$ cat src/rtl/crc_pkg.sv
// Shared CRC definitions: default widths, CRC-8 polynomial, FSM states and
// a default-width chunk fold reusable by the receive-side checker.
package crc_pkg;

  localparam int unsigned BW_DEF     = 40;
  localparam int unsigned CRC_BW_DEF = 8;
  localparam int unsigned BPC_DEF    = 8;

  localparam logic [CRC_BW_DEF-1:0] CRC8_POLY = 8'h07;

  typedef enum logic [1:0] {
    IDLE = 2'd0,
    CALC = 2'd1,
    DONE = 2'd2
  } crc_state_e;

  // Fold one BPC_DEF-bit chunk, MSB first, into a CRC_BW_DEF-bit remainder.
  function automatic logic [CRC_BW_DEF-1:0] crc_step(
    input logic [CRC_BW_DEF-1:0] crc,
    input logic [BPC_DEF-1:0]    data_chunk
  );
    logic [CRC_BW_DEF-1:0] c;
    logic                  fb;
    c = crc;
    for (int i = BPC_DEF - 1; i >= 0; i--) begin
      fb = data_chunk[i] ^ c[CRC_BW_DEF-1];
      c  = {c[CRC_BW_DEF-2:0], 1'b0} ^ (fb ? CRC8_POLY : '0);
    end
    return c;
  endfunction

endpackage

$ cat src/rtl/crc_fold.sv
// Combinational BPC-bit LFSR step: folds data_in (MSB first) into crc_in.
module crc_fold
  import crc_pkg::*;
#(
  parameter int unsigned         CRC_BW = CRC_BW_DEF,
  parameter int unsigned         BPC    = BPC_DEF,
  parameter logic [CRC_BW-1:0]   POLY   = CRC_BW'(CRC8_POLY)
) (
  input  logic [CRC_BW-1:0] crc_in,
  input  logic [BPC-1:0]    data_in,
  output logic [CRC_BW-1:0] crc_out_c
);

  logic [CRC_BW-1:0] acc;
  logic              fb;

  // Unrolled per-bit steps, most significant data bit first.
  always_comb begin
    acc = crc_in;
    fb  = 1'b0;
    for (int i = BPC - 1; i >= 0; i--) begin
      fb  = data_in[i] ^ acc[CRC_BW-1];
      acc = {acc[CRC_BW-2:0], 1'b0} ^ (fb ? POLY : '0);
    end
    crc_out_c = acc;
  end

endmodule

$ cat src/rtl/crc_transmitter.sv
// CRC transmitter: accepts a BW-bit payload, folds it BPC bits per clock and
// emits the codeword {payload, crc} on a valid/ready interface.
// Optional: CRC_TX_ERR_INJECT_EN adds err_inj, which flips codeword bit 0.
module crc_transmitter
  import crc_pkg::*;
#(
  parameter int unsigned       BW     = BW_DEF,
  parameter int unsigned       CRC_BW = CRC_BW_DEF,
  parameter logic [CRC_BW-1:0] POLY   = CRC_BW'(CRC8_POLY),
  parameter int unsigned       BPC    = BPC_DEF
) (
  input  logic                 clk,
  input  logic                 rstn,
  input  logic                 in_valid,
  output logic                 in_ready,
  input  logic [BW-1:0]        in_data,
`ifdef CRC_TX_ERR_INJECT_EN
  input  logic                 err_inj,
`endif
  output logic                 out_valid,
  input  logic                 out_ready,
  output logic [BW+CRC_BW-1:0] out_data
);

  localparam int unsigned NCHUNK = BW / BPC;
  localparam int unsigned CNT_W  = $clog2(NCHUNK + 1);
  localparam int unsigned CW     = BW + CRC_BW;
  localparam logic [CNT_W-1:0] CNT_LAST = CNT_W'(NCHUNK - 1);

  // Reject configurations the datapath cannot represent.
  if ((BPC == 0) || (BW % BPC != 0)) begin : g_bad_bpc
    $error("crc_transmitter: BW must be a non-zero multiple of BPC");
  end
  if (CRC_BW < 2) begin : g_bad_crc_bw
    $error("crc_transmitter: CRC_BW must be at least 2");
  end
  if (BPC > BW) begin : g_bad_bpc_wide
    $error("crc_transmitter: BPC must not exceed BW");
  end

  crc_state_e        state_q, state_d;
  logic [BW-1:0]     payload_q, payload_d;
  logic [BW-1:0]     shift_q, shift_d;
  logic [CRC_BW-1:0] crc_q, crc_d;
  logic [CNT_W-1:0]  cnt_q, cnt_d;
  logic              inj_q, inj_d;
  logic              in_ready_d;
  logic              out_valid_d;
  logic [CW-1:0]     out_data_d;
  logic [CRC_BW-1:0] fold_c;
  logic              err_inj_c;

  // Error-injection request seen at acceptance; constant zero when absent.
`ifdef CRC_TX_ERR_INJECT_EN
  assign err_inj_c = err_inj;
`else
  assign err_inj_c = 1'b0;
`endif

  // Single fold stage working on the top chunk of the shift register.
  crc_fold #(
    .CRC_BW (CRC_BW),
    .BPC    (BPC),
    .POLY   (POLY)
  ) u_fold (
    .crc_in    (crc_q),
    .data_in   (shift_q[BW-1 -: BPC]),
    .crc_out_c (fold_c)
  );

  // Next-state and next-output logic.
  always_comb begin
    state_d     = state_q;
    payload_d   = payload_q;
    shift_d     = shift_q;
    crc_d       = crc_q;
    cnt_d       = cnt_q;
    inj_d       = inj_q;
    in_ready_d  = in_ready;
    out_valid_d = out_valid;
    out_data_d  = out_data;

    unique case (state_q)
      IDLE: begin
        if (in_valid) begin
          payload_d  = in_data;
          shift_d    = in_data;
          crc_d      = '0;
          cnt_d      = '0;
          inj_d      = err_inj_c;
          in_ready_d = 1'b0;
          state_d    = CALC;
        end
      end

      CALC: begin
        crc_d   = fold_c;
        shift_d = shift_q << BPC;
        cnt_d   = cnt_q + CNT_W'(1);
        if (cnt_q == CNT_LAST) begin
          out_valid_d = 1'b1;
          out_data_d  = {payload_q, fold_c ^ CRC_BW'(inj_q)};
          state_d     = DONE;
        end
      end

      DONE: begin
        if (out_ready) begin
          out_valid_d = 1'b0;
          in_ready_d  = 1'b1;
          state_d     = IDLE;
        end
      end

      default: begin
        out_valid_d = 1'b0;
        in_ready_d  = 1'b1;
        state_d     = IDLE;
      end
    endcase
  end

  // State, datapath and output registers with synchronous reset.
  always_ff @(posedge clk) begin
    if (!rstn) begin
      state_q   <= IDLE;
      payload_q <= '0;
      shift_q   <= '0;
      crc_q     <= '0;
      cnt_q     <= '0;
      inj_q     <= 1'b0;
      in_ready  <= 1'b1;
      out_valid <= 1'b0;
      out_data  <= '0;
    end else begin
      state_q   <= state_d;
      payload_q <= payload_d;
      shift_q   <= shift_d;
      crc_q     <= crc_d;
      cnt_q     <= cnt_d;
      inj_q     <= inj_d;
      in_ready  <= in_ready_d;
      out_valid <= out_valid_d;
      out_data  <= out_data_d;
    end
  end

endmodule

$ cat config.mk
export PLATFORM = sky130hd
export DESIGN_NAME = crc_transmitter
export DESIGN_NICKNAME = d
export VERILOG_FILES = /design/src/rtl/crc_pkg.sv /design/src/rtl/crc_fold.sv /design/src/rtl/crc_transmitter.sv
export SDC_FILE = /design/constraint.sdc
export NUM_CORES = 1
export LEC_CHECK = 0
export CAP_MARGIN = 10
export CELL_PAD_IN_SITES_DETAIL_PLACEMENT = 1
export CELL_PAD_IN_SITES_GLOBAL_PLACEMENT = 1
export CORE_MARGIN = 1.5
export CORE_UTILIZATION = 39
export CTS_CLUSTER_DIAMETER = 50
export CTS_CLUSTER_SIZE = 30
export DETAILED_ROUTE_END_ITERATION = 10
export PLACE_DENSITY_LB_ADDON = 0.1
export SYNTH_ARGS = -nofsm -noshare
export SYNTH_HDL_FRONTEND = slang
export SYNTH_SLANG_ARGS = --single-unit
$ cat constraint.sdc
create_clock -name clk -period 2 [get_ports clk]
set_clock_uncertainty 0.1 [all_clocks]
set_input_delay 0.4 -clock clk [delete_from_list [all_inputs] [get_ports clk]]
set_output_delay 0.4 -clock clk [all_outputs]
set_load 0.02 [all_outputs]
==> impl_metrics.prom <==
# TYPE chip_impl_metric gauge
chip_impl_metric{name="reg2reg_depth",unit=""} 5
chip_impl_metric{name="placed_cell_area",unit="um^2"} 6550
chip_impl_metric{name="dpl.cell_count",unit=""} 881
chip_impl_metric{name="floorplan.die.height",unit="um"} 121
chip_impl_info{name="rsz0062_at_grt",value="false"} 1
chip_impl_metric{name="postCtsSetupBuffers",unit=""} 0
chip_impl_metric{name="antenna_found_initial",unit=""} 0
chip_impl_metric{name="synth.cell_area",unit="um^2"} 5410
chip_impl_metric{name="clkSinkCount",unit=""} 143
chip_impl_metric{name="route.detailed.wl_per_inst",unit="um"} 16.2
chip_impl_metric{name="final_hold_viol_count",unit=""} 0
chip_impl_metric{name="clkTransAtPathRegs",unit="ns"} 0.06
chip_impl_metric{name="grt_pass1_vias",unit=""} 4909
chip_impl_info{name="path_cells",value="clkdlybuf4s50_1"} 1
chip_impl_metric{name="aggregate_routed_wire_length",unit="um"} 14700
chip_impl_metric{name="place.port_buffers",unit=""} 93
chip_impl_metric{name="leakage",unit="nW"} 2.58
chip_impl_info{name="yosys-top-cells-count",value="nand2_1, dfxtp_1, a21oi_1"} 1
chip_impl_metric{name="number_of_nets_produced_by_synthesis",unit=""} 686
chip_impl_metric{name="cpPeakStageDelay",unit="ns"} 0.62
chip_impl_metric{name="post-synth-top-area-fraction",unit=""} 0.529
chip_impl_metric{name="global_route.overflow_total",unit=""} 0
chip_impl_metric{name="synth_seq_area_share",unit=""} 0.529
chip_impl_metric{name="dp_hpwl",unit="um"} 9750
chip_impl_info{name="crit_start",value="in_ready$_SDFFE_PN1P_"} 1
chip_impl_metric{name="timing.critical_path.arrival",unit="ns"} 1.39
chip_impl_metric{name="placement_rows",unit=""} 42
chip_impl_info{name="clock_tree.root_cell",value="clkbuf_16"} 1
chip_impl_metric{name="timing.fmax",unit="MHz"} 529
chip_impl_info{name="rr_endpoint",value="out_data[39]$_SDFFE_PN0P_"} 1
chip_impl_metric{name="finalCriticalPeriod",unit="ns"} 1.89
chip_impl_metric{name="max-vdd-ir-drop",unit="mV"} 0.735
chip_impl_metric{name="detailedRoute.firstIterationViolations",unit=""} 177
chip_impl_metric{name="cts_max_path_buffers",unit=""} 2
chip_impl_info{name="postSynth.topFlopCell",value="dfxtp_1"} 1
chip_impl_metric{name="hold-worst-slack",unit="ns"} 0.356
chip_impl_metric{name="grt.total_usage",unit=""} 0.213
chip_impl_metric{name="data_required_time_of_the_worst_path",unit="ns"} 1.50
chip_impl_metric{name="worst-path-stages",unit=""} 1
chip_impl_metric{name="timing.final.crit_share",unit=""} 0.945
chip_impl_metric{name="detailedRoute.firstPassIterationCount",unit=""} 4
chip_impl_metric{name="drc",unit=""} 0
chip_impl_metric{name="stdcell_area",unit="um^2"} 7170
chip_impl_info{name="post-synth-top-count-cell",value="nand2_1"} 1
chip_impl_metric{name="post_synth_num_cell_types",unit=""} 39
chip_impl_metric{name="postRouteAntennaNets",unit=""} 0
chip_impl_metric{name="chipWidth",unit="um"} 121
chip_impl_metric{name="htree_num_levels",unit=""} 4
chip_impl_metric{name="route.detailed.vias_per_inst",unit=""} 5.11
chip_impl_metric{name="area.growth.synth_to_final",unit="%"} 32.5
chip_impl_metric{name="num_vias",unit=""} 4664
chip_impl_metric{name="io-pin-count",unit=""} 94
chip_impl_info{name="path_class",value="register to output port"} 1
chip_impl_metric{name="start_util",unit=""} 0.404
chip_impl_metric{name="tightestPinTransition",unit="ns"} 0.492
chip_impl_info{name="hold_class",value="register to register"} 1
chip_impl_metric{name="largest_net_degree_at_the_start_of_global_routing",unit=""} 52
chip_impl_metric{name="full_die_area",unit="um^2"} 14600
chip_impl_metric{name="cts_hold_buf",unit=""} 0
chip_impl_metric{name="synth-warning-count",unit=""} 0
chip_impl_metric{name="max_slew_margin_vs_limit",unit=""} 0.672
chip_impl_info{name="synthDominantAreaCellType",value="dfxtp_1"} 1
chip_impl_metric{name="final_layout_size_suffix_gt1_frac",unit=""} 0.0870
chip_impl_metric{name="power",unit="mW"} 7.47
chip_impl_metric{name="async_reset_ff_frac",unit=""} 0
chip_impl_metric{name="worstPathMaxFanout",unit=""} 3
chip_impl_metric{name="finalSetupViolations",unit=""} 0
chip_impl_metric{name="path_buf_inv",unit=""} 1
chip_impl_info{name="tritoncts",value="built"} 1
chip_impl_metric{name="post_route_core_utilization",unit=""} 0.535
chip_impl_info{name="status",value="finished, final reports clean"} 1
chip_impl_metric{name="ctsResizeCount",unit=""} 0
chip_impl_info{name="worst_path_max_delay_cell",value="clkdlybuf4s50_1"} 1
chip_impl_metric{name="synthesis.instances",unit=""} 640
chip_impl_metric{name="cellPowerDensity",unit="nW/um^2"} 1040
chip_impl_metric{name="synth.ff_latch_count",unit=""} 143
chip_impl_metric{name="cts_made_buffers",unit=""} 17
chip_impl_info{name="setup.worst_path.end_class",value="output port"} 1
chip_impl_metric{name="syn-mean-instance-area",unit="um^2"} 8.46
chip_impl_info{name="synth.top_cells.by_area",value="dfxtp_1, nand2_1, a21oi_1"} 1
chip_impl_metric{name="grt_pass1_wl",unit="um"} 24200
chip_impl_metric{name="number_of_synthesized_flops_with_an_enable_pin",unit=""} 0
chip_impl_metric{name="diodes",unit=""} 0
chip_impl_metric{name="timing.reg2reg.setup_slack",unit="ns"} 0.25
chip_impl_metric{name="drv.max_cap_violation_count",unit=""} 0
chip_impl_metric{name="coreArea",unit="um^2"} 13400
chip_impl_metric{name="clkLatencyLatePin",unit="ns"} 0.41
chip_impl_metric{name="timing.final.max_slew_violations",unit=""} 0
chip_impl_info{name="crit_family",value="buffers and inverters"} 1
chip_impl_info{name="rr_startpoint",value="state_q[0]$_SDFFE_PN0P_"} 1
chip_impl_metric{name="fin_nets",unit=""} 770
chip_impl_metric{name="routabilityCongestion",unit=""} 0.771
chip_impl_metric{name="finish.cell_count_without_fillers",unit=""} 912
chip_impl_info{name="worst_setup_path_endpoint",value="in_ready"} 1
chip_impl_info{name="worstSetupStartpointType",value="register"} 1
chip_impl_info{name="hold_path_startpoint",value="shift_q[3]$_SDFFE_PN0P_"} 1
-- area by class of cell --
cell class	count	area, um^2
multi-input cells	447	2290
flip-flops and latches	143	2860
clock buffers	27	553
repair buffers	110	1160
well taps	176	220
inverters	5	21.3
clock inverters	4	70.1
fillers	1561	6230
-- report_power, final --
group          internal, mW  switching [mW]  total [mW]
Sequential             3.00           0.115        3.11
Combinational         0.571           0.514        1.09
Clock                  2.13            1.14        3.27
-- registers in the layout, summed over array words and instances, names as in the netlist --
register,flops
cnt_q,3
crc_q,8
in_ready,1
out_data,48
out_valid,1
payload_q,40
shift_q,40
state_q,2
-- routing by layer --
metal / vias to the layer above / part of all wire / global-route usage
met5: - / 0 / 0
met4: 0 / 0.011 / 0.0618
met3: 13 / 0.029 / 0.0495
met2: 85 / 0.52 / 0.386
met1: 2290 / 0.44 / 0.248
li1: 2276 / - / -
-- worst reg2reg max path: cells and delay by family (launching register included) --
kind	cells	cell delay, ns
AOI/OAI and AO/OA	1	0.13
buffers and inverters	1	0.24
DFF	1	0.53
and+or+nand+nor	3	0.69
-- worst min path at each step --
stage / end / slack, ns / depth (start not counted)
2_1_floorplan: out_data[11]$_SDFFE_PN0P_ / 0.33 / 2
3_3_place_gp: out_data[41]$_SDFFE_PN0P_ / 0.34 / 2
3_5_place_dp: out_data[42]$_SDFFE_PN0P_ / 0.35 / 2
4_1_cts: out_data[41]$_SDFFE_PN0P_ / 0.36 / 2
5_1_grt: out_data[36]$_SDFFE_PN0P_ / 0.37 / 2
6_report: shift_q[3]$_SDFFE_PN0P_ / 0.36 / 2
-- stage by stage --
step                setup TNS, ns  worst slack [ns]
floorplan                       0             0.470
global placement          -0.0357           -0.0116
detailed placement          -2.32            -0.114
CTS                             0            0.0938
global route                    0            0.0765
finish                          0             0.110
-- kinds of logic (layout without fill, tap and decap cells) --
group	after synthesis	in the layout	share of synthesized area
mux	1	1	0.00185
buf+inv	50	146	0.0502
xor+xnor	21	21	0.0613
flops	143	143	0.529
simple gates	280	280	0.211
compound gates	143	143	0.142
fa+ha+maj	2	2	0.00462
-- cell usage in the layout, fill, tap and decap left out, types with 2 or more instances in the layout --
cell type / netlist / final
xnor3_2: 2 / 2
nor2_1: 15 / 15
nor3_2: 5 / 5
xnor2_1: 7 / 7
o21ai_1: 4 / 4
xor2_1: 3 / 3
a31oi_1: 34 / 34
clkdlybuf4s50_1: 0 / 93
nand4_1: 2 / 2
nand3_1: 6 / 6
bufinv_16: 0 / 2
clkbuf_8: 0 / 9
buf_12: 0 / 8
inv_1: 4 / 4
a21oi_1: 100 / 100
xnor2_2: 2 / 2
ha_1: 2 / 2
xnor3_1: 5 / 5
dfxtp_1: 143 / 143
nand2_1: 242 / 242
clkinv_2: 0 / 2
buf_4: 5 / 9
clkbuf_16: 0 / 17
No activity file was read; power rests on OpenSTA's default activity.
